$ cat config.mk
export PLATFORM = sky130hd
export DESIGN_NAME = fetch_unit
export DESIGN_NICKNAME = d
export VERILOG_FILES = /design/src/rtl/fetch_pkg.sv /design/src/rtl/add_pg_32.sv /design/src/rtl/fetch_unit.sv
export SDC_FILE = /design/constraint.sdc
export NUM_CORES = 1
export LEC_CHECK = 0
export BUFFER_PORTS_ARGS = -buffer_cell sky130_fd_sc_hd__buf_2
export CAP_MARGIN = 20
export CORE_MARGIN = 2
export CORE_UTILIZATION = 50
export DETAILED_ROUTE_END_ITERATION = 8
export PLACE_DENSITY = 0.78
export SLEW_MARGIN = 20
export SYNTH_ARGS = -nofsm -noshare
export SYNTH_HDL_FRONTEND = slang
export SYNTH_SLANG_ARGS = --single-unit
$ cat constraint.sdc
create_clock -name i_clk -period 12.4 [get_ports i_clk]
set_input_delay 3.72 -clock i_clk [delete_from_list [all_inputs] [get_ports i_clk]]
set_output_delay 3.72 -clock i_clk [all_outputs]
set_load 0.02 [all_outputs]
$ cat src/rtl/fetch_pkg.sv
// Shared types and constants for the instruction-fetch stage.
package fetch_pkg;

    typedef enum logic [1:0] {
        ST_REQ  = 2'd0,
        ST_WAIT = 2'd1,
        ST_HOLD = 2'd2
    } fetch_state_e;

    localparam logic [31:0] NOP_INSTR       = 32'h0000_0013;
    localparam int unsigned PC_STEP_DEFAULT = 4;

endpackage

$ cat src/rtl/add_pg_32.sv
// 32-bit generate/propagate ripple adder; the sum wraps, no carry out.
module add_pg_32 (
    input  logic [31:0] a,
    input  logic [31:0] b,
    input  logic        cin,
    output logic [31:0] sum
);

    logic [30:0] g;
    logic [31:0] p;
    logic [31:0] c;

    assign g = a[30:0] & b[30:0];
    assign p = a ^ b;

    always_comb begin
        c    = '0;
        c[0] = cin;
        for (int i = 1; i < 32; i++) begin
            c[i] = g[i-1] | (p[i-1] & c[i-1]);
        end
        sum = p ^ c;
    end

endmodule

$ cat src/rtl/fetch_unit.sv
// Instruction-fetch stage: PC register, single-outstanding imem requests, one-deep decode buffer.
// Optional misaligned-redirect trap enabled by defining FETCH_MISALIGN_TRAP_EN.
module fetch_unit
    import fetch_pkg::*;
#(
    parameter logic [31:0] RESET_PC = 32'h0000_0000,
    parameter int unsigned PC_STEP  = PC_STEP_DEFAULT
) (
    input  logic        i_clk,
    input  logic        i_rst,
    output logic        o_imem_req,
    output logic [31:0] o_imem_addr,
    input  logic        i_imem_gnt,
    input  logic        i_imem_rvalid,
    input  logic [31:0] i_imem_rdata,
    output logic        o_valid,
    input  logic        i_ready,
    output logic [31:0] o_instr,
    output logic [31:0] o_pc,
    input  logic        i_jump_sel,
    input  logic [31:0] i_jump_addr
`ifdef FETCH_MISALIGN_TRAP_EN
    ,
    output logic        o_misaligned
`endif
);

    localparam logic [31:0] PC_STEP_W = 32'(PC_STEP);

    fetch_state_e state, state_nxt;
    logic         drop, drop_nxt;
    logic         halt;
    logic         gnt_acc;
    logic         rsp_acc;
    logic [31:0]  pc;
    logic [31:0]  pc_req;
    logic [31:0]  pc_inc;

`ifdef FETCH_MISALIGN_TRAP_EN
    // Sticky trap: a redirect to a halfword address stops fetch until reset.
    always_ff @(posedge i_clk) begin
        if (i_rst) begin
            o_misaligned <= 1'b0;
        end else if (i_jump_sel && i_jump_addr[1]) begin
            o_misaligned <= 1'b1;
        end
    end

    assign halt = o_misaligned;
`else
    assign halt = 1'b0;
`endif

    assign gnt_acc = (state == ST_REQ) && !halt && i_imem_gnt;
    assign rsp_acc = (state == ST_WAIT) && i_imem_rvalid && !drop && !i_jump_sel;

    add_pg_32 u_pc_inc (
        .a   (pc_req),
        .b   (PC_STEP_W),
        .cin (1'b0),
        .sum (pc_inc)
    );

    // A reset that lands in WAIT leaves one response in flight; mark it for discard.
    always_ff @(posedge i_clk) begin
        if (i_rst) begin
            state <= ST_REQ;
            drop  <= (state == ST_WAIT);
        end else begin
            state <= state_nxt;
            drop  <= drop_nxt;
        end
    end

    always_comb begin
        state_nxt = state;
        drop_nxt  = drop;
        case (state)
            ST_REQ: begin
                if (gnt_acc) begin
                    state_nxt = ST_WAIT;
                    drop_nxt  = drop | i_jump_sel;
                end
            end
            ST_WAIT: begin
                if (i_imem_rvalid) begin
                    drop_nxt  = 1'b0;
                    state_nxt = (drop || i_jump_sel) ? ST_REQ : ST_HOLD;
                end else if (i_jump_sel) begin
                    drop_nxt = 1'b1;
                end
            end
            ST_HOLD: begin
                if (i_jump_sel || i_ready) begin
                    state_nxt = ST_REQ;
                end
            end
            default: begin
                state_nxt = ST_REQ;
            end
        endcase
    end

    always_comb begin
        o_imem_req = (state == ST_REQ) && !halt && !i_rst;
        o_valid    = (state == ST_HOLD);
    end

    assign o_imem_addr = pc;

    // Redirect is written last so it overrides the sequential increment.
    always_ff @(posedge i_clk) begin
        if (i_rst) begin
            pc      <= RESET_PC;
            o_instr <= NOP_INSTR;
            o_pc    <= RESET_PC;
        end else begin
            if (gnt_acc) begin
                pc_req <= pc;
            end
            if (rsp_acc) begin
                o_instr <= i_imem_rdata;
                o_pc    <= pc_req;
                pc      <= pc_inc;
            end
            if (i_jump_sel) begin
                pc <= i_jump_addr & ~32'h3;
            end
        end
    end

endmodule

==> impl_metrics.py <==
metrics = {
    "timing": {
        "fin_crit_sh": 0.671,
        "final.setup.tns_ns": 0,
        "rsz_0062_raised_after_global_routing": "false",
        "achievable-frequency_mhz": 120,
        "slew_viol_final": 0,
        "worst_pin_slew_ns": 0.976,
        "max_transition_margin": 0.349,
        "timing.final.hold_violations": 0,
        "final-setup-viol-count": 0,
        "clock-skew-final_ns": 0.00983,
        "finalWorstPathRequiredPeriod_ns": 8.32,
        "fin_worst_hold_slack_ns": 0.449,
    },
    "layout": {
        "num-nets-final": 783,
        "multi_input_area_sq_um": 2420,
        "stdcell_count": 838,
        "n_antenna_cell": 0,
        "seq_area_sq_um": 2950,
        "finish.instance_area_sq_um": 7070,
        "areaGrowthSynthToFinish_pct": 24.1,
        "post_route_cells_drive_above_1_share": 0.335,
        "filler_cell_count": 869,
    },
    "pwr": {
        "power_switching_w": 0.000262,
        "pwr-share-comb": 0.100,
        "intPower_w": 0.000845,
        "static-leakage-power_nw": 2.86,
        "seqPwrFrac": 0.425,
        "power.density_nw_per_um2": 157,
        "sw_frac_of_total": 0.237,
        "p_total_w": 0.00111,
        "clockPowerShare": 0.475,
        "power.ir.vdd_worst_v": 0.0000766,
    },
    "drt": {
        "drt-vias-per-instance": 5.85,
        "drt-pass1-iter-count": 6,
        "final_antenna_net_count": 0,
        "drcViolationCount": 0,
        "routed-via-count": 4904,
        "drt_first_iter_violations": 334,
        "drt-wirelength-per-cell_microns": 16.8,
        "drt_wl_total_microns": 14100,
    },
    "global_routing": {
        "grt_pass1_vias": 4823,
        "antenna_found_initial": 1,
        "grt_first_pass_wirelength_microns": 22900,
        "track_usage": 0.226,
        "grt_max_degree": 107,
        "global_route.overflow_total": 0,
    },
    "placement": {
        "numPortBuffers": 165,
        "finalWeightedCongestion": 0.800,
        "detailed_place_hpwl_microns": 8850,
        "placed_cells_incl_taps": 806,
        "placed_cell_area_sq_um": 6430,
    },
    "clock_network": {
        "cts.clk_slew.worst_paths_ns": 0.06,
        "ctsHoldBuffers": 0,
        "clock_latency_ns": 0.40,
        "tritoncts": "built",
        "post_cts_buffers": 0,
        "clock_root_buffer": "sky130_fd_sc_hd__clkbuf_16",
        "cts_max_path_buffers": 2,
        "cts-resized-gates": 0,
        "cts.sink_count": 131,
        "h-tree-depth": 4,
        "inserted_clock_buffers": 17,
    },
    "die": {
        "core-area_sq_um": 11000,
        "site_rows": 38,
        "die_w_microns": 111,
        "initial_utilization": 0.519,
        "floorplan.die.height_microns": 111,
        "die_footprint_sq_um": 12300,
        "boundaryPins": 168,
    },
    "synthesis": {
        "cell_count_after_synthesis": 557,
        "synth_top_area_cell": "sky130_fd_sc_hd__dfxtp_1",
        "synth-async-reset-ratio": 0,
        "syn-num-nets": 655,
        "ys_seq_elements": 131,
        "yosys.cell_count.top_type": "sky130_fd_sc_hd__dfxtp_1",
        "synth-edff-count": 33,
        "synth_top_cell_area_share": 0.344,
        "ys_top_cells_by_count": "sky130_fd_sc_hd__dfxtp_1, sky130_fd_sc_hd__a21oi_1, sky130_fd_sc_hd__o21ai_0, sky130_fd_sc_hd__nand4_1, sky130_fd_sc_hd__nor3_1",
        "number_of_distinct_standard_cells_referenced_by_the_synthesized_netlist": 39,
        "synth-seq-area-share": 0.518,
        "yosys_warnings": 0,
        "synth.area.top_cells": "sky130_fd_sc_hd__dfxtp_1, sky130_fd_sc_hd__edfxtp_1, sky130_fd_sc_hd__nand4_1, sky130_fd_sc_hd__ha_1, sky130_fd_sc_hd__a21oi_1",
        "synth_area_per_inst_sq_um": 10.2,
        "leading_register_cell_type_out_of_synthesis": "sky130_fd_sc_hd__dfxtp_1",
        "netlist_area_sq_um": 5700,
    },
    "critical_path": {
        "critPathCaptureType": "primary output",
        "start_kind": "primary input",
        "crit_fanout": 55,
        "worstPathArrival_ns": 4.60,
        "type_of_the_worst_setup_path": "primary input to primary output",
        "cp.required_ns": 8.68,
    },
    "job": {
        "drv.max_cap_violation_count": 0,
    },
    "min_path": {
        "worstHoldPathType": "flip-flop to flip-flop",
    },
    "run_status": {
        "run_status": "completed",
    },
}
## through the flow
step	util	setup slack [ns]
final	0.644	4.08
after global routing	0.644	4.03
after CTS	0.644	4.08
after detailed placement	0.586	4.08
after global placement	0.586	4.10
after floorplan	-	4.30
## power groups by stage
stage	Combinational (W)	Sequential, W	Clock (W)
3_3_place_gp	0.000107	0.000478	0
6_report	0.000110	0.000471	0.000526
4_1_cts	0.000111	0.000471	0.000534
2_1_floorplan	0.0000624	0.000492	0
3_5_place_dp	0.000110	0.000479	0
5_1_grt	0.000120	0.000473	0.000555
## metal layers
layer / part of all wire / routed length, microns / track usage / vias up
li1: - / - / - / 2349
met1: 0.43 / 6120 / 0.275 / 2320
met2: 0.48 / 6820 / 0.382 / 206
met3: 0.061 / 865 / 0.0558 / 27
met4: 0.019 / 268 / 0.0942 / 2
met5: 0.00064 / 9 / 0 / -
## path summary, 6_finish.rpt
path	cells past startpoint	to	slack, ns	startpoint
hold reg to reg	0	pc_req[0]	0.45	o_imem_addr[0]
setup / recovery	3	o_imem_req	4.08	i_rst
setup reg to reg	30	o_imem_addr[30]	6.23	pc_req[2]
hold / removal	0	pc_req[0]	0.45	o_imem_addr[0]
## flip-flops by register name, indices dropped and copies added (netlist names)
name,flops
o_imem_addr,32
o_instr,32
o_pc,32
pc_req,32
state,2
drop,1
## cell type report
class / instances / area share
Inverter: 2 / 0.00106
Sequential cell: 131 / 0.418
Clock inverter: 7 / 0.0165
Clock buffer: 25 / 0.0731
Multi-Input combinational cell: 362 / 0.343
Timing Repair Buffer: 171 / 0.124
Tap cell: 140 / 0.0248
## cells in the final DEF (no fill, tap or decap), drive strengths merged, types with 3 or more instances in the layout
master | Yosys | final
o31ai | 3 | 3
clkbuf | 31 | 25
nand2 | 4 | 4
buf | 31 | 171
edfxtp | 33 | 33
dfxtp | 98 | 98
nor2b | 30 | 30
nand4 | 60 | 60
inv | 2 | 4
bufinv | 0 | 3
a21oi | 66 | 66
o21ai | 61 | 61
nor4 | 31 | 31
nor2 | 6 | 6
nor3 | 58 | 58
ha | 28 | 28
## kinds of logic (layout without fill, tap and decap cells)
| group | after synthesis | count (layout) | share of synthesized area |
|---|---|---|---|
| AND/OR/NAND/NOR | 199 | 199 | 0.231 |
| buffers and inverters | 64 | 205 | 0.0606 |
| adder cells (fa/ha/maj) | 28 | 28 | 0.0615 |
| flip-flops | 131 | 131 | 0.518 |
| XOR/XNOR | 1 | 1 | 0.00154 |
| AO/OA/AOI/OAI | 134 | 134 | 0.127 |
## worst max-delay path, cell delays in order
cell and delay, ns:
sky130_fd_sc_hd__buf_4 0.50, sky130_fd_sc_hd__nor3_1 0.15, sky130_fd_sc_hd__buf_2 0.20
Power figures use the tool's default switching activity.
